## src/rtl/fsm_out_pkt_pkg.sv

```systemverilog
// rtl/fsm_out_pkt_pkg.sv - shared state encoding and helpers for the packet output port FSM
package fsm_out_pkt_pkg;

  localparam logic [1:0] ST_IDLE  = 2'd0;
  localparam logic [1:0] ST_LEN   = 2'd1;
  localparam logic [1:0] ST_DATA  = 2'd2;
  localparam logic [1:0] ST_FLUSH = 2'd3;

  typedef enum logic [1:0] {
    IDLE  = ST_IDLE,
    LEN   = ST_LEN,
    DATA  = ST_DATA,
    FLUSH = ST_FLUSH
  } state_t;

  // Saturating increment for counters up to 32 bits wide.
  function automatic logic [31:0] sat_inc(input logic [31:0] val, input int unsigned width);
    logic [31:0] max_val;
    max_val = (width >= 32) ? 32'hFFFF_FFFF : ((32'd1 << width) - 32'd1);
    return (val >= max_val) ? val : val + 32'd1;
  endfunction

endpackage

```

## src/rtl/out_watchdog.sv

```systemverilog
// rtl/out_watchdog.sv - consumer-stall counter that flags the TIMEOUT-th consecutive stalled cycle
module out_watchdog #(
  parameter int TIMEOUT = 16
) (
  input  logic clk,
  input  logic rst,
  input  logic kick,
  input  logic stall,
  output logic expired
);

  localparam int WD_WIDTH = (TIMEOUT > 0) ? $clog2(TIMEOUT + 1) : 1;

  generate
    if (TIMEOUT == 0) begin : g_off
      assign expired = 1'b0;
    end else begin : g_on
      localparam logic [WD_WIDTH-1:0] LIMIT = WD_WIDTH'(TIMEOUT - 1);
      logic [WD_WIDTH-1:0] wd_cnt;

      always_ff @(posedge clk) begin
        if (rst || kick) begin
          wd_cnt <= '0;
        end else if (stall) begin
          wd_cnt <= wd_cnt + WD_WIDTH'(1);
        end
      end

      // Fires combinationally on the stall that would take the count to TIMEOUT.
      assign expired = stall && (wd_cnt == LIMIT);
    end
  endgenerate

endmodule

```

## src/rtl/fsm_out_pkt.sv

```systemverilog
// rtl/fsm_out_pkt.sv - packet-aware switch output port: filter, forward, stall watchdog, statistics
module fsm_out_pkt
  import fsm_out_pkt_pkg::*;
#(
  parameter int W_WIDTH   = 8,
  parameter int TIMEOUT   = 16,
  parameter int CNT_WIDTH = 16
) (
  input  logic                 clk,
  input  logic                 rst,
  input  logic                 sw_en,
  input  logic [W_WIDTH-1:0]   port_addr,
  input  logic [W_WIDTH-1:0]   fifo_data,
  input  logic                 fifo_empty,
  output logic                 rd_en,
  input  logic                 port_rd,
  output logic                 port_valid,
  output logic [W_WIDTH-1:0]   port_out,
  output logic                 busy,
  output logic                 pkt_drop,
  output logic [CNT_WIDTH-1:0] fwd_cnt,
  output logic [CNT_WIDTH-1:0] drop_cnt
);

  state_t             state;
  logic [W_WIDTH-1:0] cnt;
  logic               drop_flag;
  logic               xfer;
  logic               stall;
  logic               kick;
  logic               expired;

  always_comb begin
    rd_en      = 1'b0;
    port_valid = 1'b0;
    if (!rst) begin
      case (state)
        IDLE:  rd_en = sw_en && !fifo_empty;
        LEN:   rd_en = !fifo_empty;
        DATA: begin
          port_valid = !fifo_empty;
          rd_en      = !fifo_empty && port_rd;
        end
        FLUSH: rd_en = !fifo_empty;
        default: ;
      endcase
    end
  end

  assign port_out = port_valid ? fifo_data : '0;
  assign busy     = !rst && (state != IDLE);
  assign xfer     = (state == DATA) && rd_en;
  assign stall    = port_valid && !port_rd;
  assign kick     = (state != DATA) || xfer;

  out_watchdog #(.TIMEOUT(TIMEOUT)) u_watchdog (
    .clk     (clk),
    .rst     (rst),
    .kick    (kick),
    .stall   (stall),
    .expired (expired)
  );

  always_ff @(posedge clk) begin
    if (rst) begin
      state     <= IDLE;
      cnt       <= '0;
      drop_flag <= 1'b0;
      pkt_drop  <= 1'b0;
      fwd_cnt   <= '0;
      drop_cnt  <= '0;
    end else begin
      pkt_drop <= 1'b0;
      case (state)
        IDLE: begin
          if (rd_en) begin
            drop_flag <= (fifo_data != port_addr);
            state     <= LEN;
          end
        end
        LEN: begin
          if (rd_en) begin
            cnt <= fifo_data;
            if (fifo_data == '0) begin
              state <= IDLE;
              if (drop_flag) begin
                pkt_drop <= 1'b1;
                drop_cnt <= CNT_WIDTH'(sat_inc(32'(drop_cnt), CNT_WIDTH));
              end else begin
                fwd_cnt <= CNT_WIDTH'(sat_inc(32'(fwd_cnt), CNT_WIDTH));
              end
            end else begin
              state <= drop_flag ? FLUSH : DATA;
            end
          end
        end
        DATA: begin
          if (xfer) begin
            cnt <= cnt - W_WIDTH'(1);
            if (cnt == W_WIDTH'(1)) begin
              state   <= IDLE;
              fwd_cnt <= CNT_WIDTH'(sat_inc(32'(fwd_cnt), CNT_WIDTH));
            end
          end else if (expired) begin
            // cnt still includes the un-popped head word, so FLUSH drains exactly the rest.
            state <= FLUSH;
          end
        end
        FLUSH: begin
          if (rd_en) begin
            cnt <= cnt - W_WIDTH'(1);
            if (cnt == W_WIDTH'(1)) begin
              state    <= IDLE;
              pkt_drop <= 1'b1;
              drop_cnt <= CNT_WIDTH'(sat_inc(32'(drop_cnt), CNT_WIDTH));
            end
          end
        end
        default: state <= IDLE;
      endcase
    end
  end

endmodule

```

## config.mk

```make
export PLATFORM = sky130hd
export DESIGN_NAME = fsm_out_pkt
export DESIGN_NICKNAME = d
export VERILOG_FILES = /design/src/rtl/fsm_out_pkt_pkg.sv /design/src/rtl/out_watchdog.sv /design/src/rtl/fsm_out_pkt.sv
export SDC_FILE = /design/constraint.sdc
export NUM_CORES = 1
export LEC_CHECK = 0
export CORE_MARGIN = 2
export CORE_UTILIZATION = 40
export CTS_BUF_LIST = sky130_fd_sc_hd__clkbuf_4 sky130_fd_sc_hd__clkbuf_8
export DETAILED_ROUTE_END_ITERATION = 10
export HOLD_SLACK_MARGIN = 0.05
export PLACE_DENSITY = 0.79
export REMOVE_ABC_BUFFERS = 1
export SKIP_CTS_REPAIR_TIMING = 1
export SLEW_MARGIN = 20
export SYNTH_ARGS = -nofsm -noshare
export SYNTH_HDL_FRONTEND = slang
export SYNTH_SLANG_ARGS = --single-unit
```

## constraint.sdc

```tcl
create_clock -name clk -period 2.3 [get_ports clk]
set_input_delay 0.345 -clock clk [delete_from_list [all_inputs] [get_ports clk]]
set_output_delay 0.345 -clock clk [all_outputs]
set_load 0.02 [all_outputs]
```

==> results of run 1 <==
## power by group through the flow
stage / combinational, mW / sequential (mW) / clock (mW)
finish: 0.168 / 0.858 / 0.534
global route: 0.183 / 0.859 / 0.574
CTS: 0.164 / 0.858 / 0.545
detailed placement: 0.163 / 0.878 / 0
global placement: 0.162 / 0.877 / 0
floorplan: 0.0576 / 0.879 / 0
## synth_stat cells (2+ instances only)
cell type / instances / area, sq um
dfxtp_1: 49 / 981
a21oi_1: 39 / 195
nor2_1: 29 / 109
nand2_1: 23 / 86.3
or4_1: 19 / 143
o21ai_0: 17 / 85.1
o31ai_1: 16 / 120
nand3_1: 14 / 70.1
clkbuf_1: 13 / 48.8
nand4_1: 11 / 68.8
inv_1: 10 / 37.5
or3_1: 10 / 62.6
xnor2_1: 10 / 87.6
and3_1: 9 / 56.3
nor2b_1: 9 / 56.3
nor3_1: 7 / 35.0
ha_1: 6 / 75.1
nand2b_1: 6 / 37.5
nor4_1: 5 / 31.3
a211oi_1: 4 / 30.0
a21o_1: 4 / 30.0
mux2_2: 4 / 45.0
a21boi_0: 3 / 22.5
mux2i_1: 3 / 30.0
nand3b_1: 3 / 22.5
o2111ai_1: 3 / 26.3
a22oi_1: 2 / 15.0
and2_1: 2 / 12.5
o22ai_1: 2 / 12.5
o41ai_1: 2 / 17.5
or2_1: 2 / 12.5
xor2_1: 2 / 17.5
## worst max-delay path by stage
| stage | from | end | depth (start not counted) |
|---|---|---|---|
| floorplan | state[1] | fwd_cnt[13] | 5 |
| global placement | rst | fwd_cnt[12] | 7 |
| detailed placement | rst | fwd_cnt[12] | 7 |
| CTS | rst | busy | 5 |
| global route | cnt[1] | fwd_cnt[6] | 10 |
| finish | cnt[1] | fwd_cnt[12] | 9 |
## routing by layer
layer,part of all wire,up-vias
li1,-,1524
met1,0.46,1446
met2,0.49,72
met3,0.041,6
met4,0.0095,0
met5,0,-
## tightest hold or removal path: cells and delay by family (launching register included)
| family | cells | cell delay [ps] |
|---|---|---|
| AO/OA/AOI/OAI | 1 | 50 |
| flip-flops | 1 | 340 |
| AND/OR/NAND/NOR | 1 | 60 |
## placed cells by master (no fill, tap or decap), types with 14 or more instances in the layout
| master | Yosys | routed |
|---|---|---|
| a21oi_1 | 39 | 34 |
| buf_4 | 0 | 37 |
| clkdlybuf4s50_1 | 0 | 47 |
| dfxtp_1 | 49 | 49 |
| dlymetal6s2s_1 | 0 | 17 |
| nand2_1 | 23 | 23 |
| nand3_1 | 14 | 14 |
| nor2_1 | 29 | 29 |
| o21ai_0 | 17 | 17 |
| or4_1 | 19 | 17 |
## metrics by stage
stage	hold WS (ps)	cells	area [sq um]	power (mW)
final	499	547	4110	1.56
after global placement	478	537	3800	1.04
after floorplan	414	338	2750	0.936
after global routing	534	547	4110	1.62
after CTS	503	544	3890	1.57
after detailed placement	490	537	3800	1.04
## state kept, by name (all words and copies together), names as in the netlist
register                flops
state                       2
fwd_cnt                    16
drop_flag                   1
pkt_drop                    1
u_watchdog.g_on.wd_cnt      5
cnt                         8
drop_cnt                   16
## final cells by class
type / count / area [sq um]
fillers: 602 / 2680
multi-input cells: 280 / 1880
repair buffers: 105 / 1010
flip-flops and latches: 49 / 981
well taps: 96 / 120
clock buffers: 6 / 82.6
inverters: 10 / 37.5
clock inverters: 1 / 7.51
## logic make-up (layout without fill, tap and decap cells)
family / count (synthesis) / after routing
muxes: 7 / 7
AOI/OAI and AO/OA: 99 / 100
DFF: 49 / 49
and+or+nand+nor: 155 / 155
xor gates and xnor gates: 12 / 12
buffers and inverters: 25 / 122
adders and majority gates: 6 / 6
==> impl_metrics.py, run 1 <==
metrics = {
    "floorplan": {
        "die_x_microns": 87.8,
        "num_rows": 30,
        "io_pins": 65,
        "start_util": 0.414,
        "die_h_microns": 87.8,
        "core-area_sq_um": 6790,
        "die_area_sq_um": 7710,
    },
    "finish": {
        "area_delta_synth_final_pct": 46.2,
        "drive_gt1_frac": 0.177,
        "diodes": 0,
        "final_util": 0.605,
        "fin_nets": 478,
    },
    "sta": {
        "setup_tns_ps": 0,
        "fin_worst_skew_ps": 9.19,
        "min_period_over_period": 0.967,
        "slew_violations": 0,
        "fin_crit_ps": 2220,
        "fmax_ghz": 0.450,
        "hold_viol": 0,
        "setup_violations": 0,
        "final.setup.worst_slack_ps": 76.7,
        "tightest_slew_ps": 429,
        "max-slew-margin-rel": 0.714,
    },
    "clock_network": {
        "htree_levels": 2,
        "clock-sinks": 49,
        "cts_buffers": 5,
        "insertion_delay_ps": 300,
        "clockBufferDepth": 2,
        "clk_pin_slew_ps": 90,
        "root_buffer": "clkbuf_8",
        "cts_tree": "built",
    },
    "setup_path": {
        "critPathCaptureType": "flip-flop",
        "reg2reg_to": "fwd_cnt[12]",
        "worstPathArrival_ps": 2460,
        "crit_buf_inv": 3,
        "crit_path_cell_trace": "inv_1 -> ha_2 -> nor4bb_4 -> buf_4 -> nand3b_1 -> a211o_4 -> buf_6 -> or4_4 -> a21oi_1",
        "rrSetupSlack_ps": 80,
        "path_delay_family": "simple AND/OR/NAND/NOR gates",
        "slowest_delay_ps": 500,
        "r2r_start": "cnt[1]",
        "slowest_stage": "or4_4",
        "path_class": "flip-flop to flip-flop",
        "critPathMaxFanout": 7,
        "start_kind": "flip-flop",
        "rr_worst_depth": 9,
        "crit_required_ps": 2540,
    },
    "logic_synthesis": {
        "yosys_register_bits": 49,
        "muxShareOfSynthArea": 0.0267,
        "syn_inst": 353,
        "ys_seq_area_frac": 0.349,
        "synth_top_family_by_area": "simple AND/OR/NAND/NOR gates",
        "synthArstFlopShare": 0,
        "synth.cell_area_sq_um": 2810,
        "synth_warnings": 0,
        "synthAdderAreaFrac": 0.0267,
        "ys.flop_type": "dfxtp_1",
        "synth-xor-area-share": 0.0374,
        "avgSynthCellArea_sq_um": 7.96,
        "synth_compound_area_frac": 0.219,
        "synth_edf_count": 0,
        "yosys.area_share.simple": 0.304,
        "synth.distinct_cells": 47,
    },
    "min_path": {
        "min-delay-start": "drop_cnt[1]",
        "holdCritPathClass": "flip-flop to flip-flop",
        "hold_path_end": "drop_cnt[1]",
        "hold-path-cell-count": 2,
    },
    "route": {
        "ant_nets": 0,
        "drtIter0Drc": 108,
        "vias": 3048,
        "drt_pre_antenna_iters": 4,
        "wl_mm": 8.04,
        "wl_per_cell_microns": 14.7,
        "drcViolationCount": 0,
        "avgViaCountPerCell": 5.57,
    },
    "grt": {
        "grt_pass1_vias": 2768,
        "use_met1": 0.257,
        "met3_usage": 0.0396,
        "grt.total_usage": 0.199,
        "grt_use_met2": 0.333,
        "grt_busiest_layer": "met2",
        "grt_overflow": 0,
        "grt_max_degree": 29,
        "grt_pass1_wl_mm": 12.4,
        "antenna_found_initial": 0,
    },
    "power": {
        "power_frac_clock": 0.342,
        "vdd_drop_max_mv": 0.255,
        "leakagePower_nw": 1.58,
        "comb_power_share": 0.108,
        "p_per_area_nw_per_um2": 380,
        "swShare": 0.244,
        "p_int_mw": 1.18,
        "seqPwrFrac": 0.550,
        "switching_power_mw": 0.381,
    },
    "job": {
        "cap_violations": 0,
    },
    "placement": {
        "dp.final_hpwl_mm": 5.70,
        "finalWeightedCongestion": 0.878,
        "numPortBuffers": 64,
        "dp_slack_ps": -350,
    },
    "outcome": {
        "status": "completed",
    },
}
No activity file was read; power rests on OpenSTA's default activity.
==> run 2, diff against run 1 <==
Settings changed: CAP_MARGIN from default to 10, GPL_ROUTABILITY_DRIVEN from default to 0.
==> results of run 2 <==
No change in the layout: final DEF, timing and power equal those of run 1.
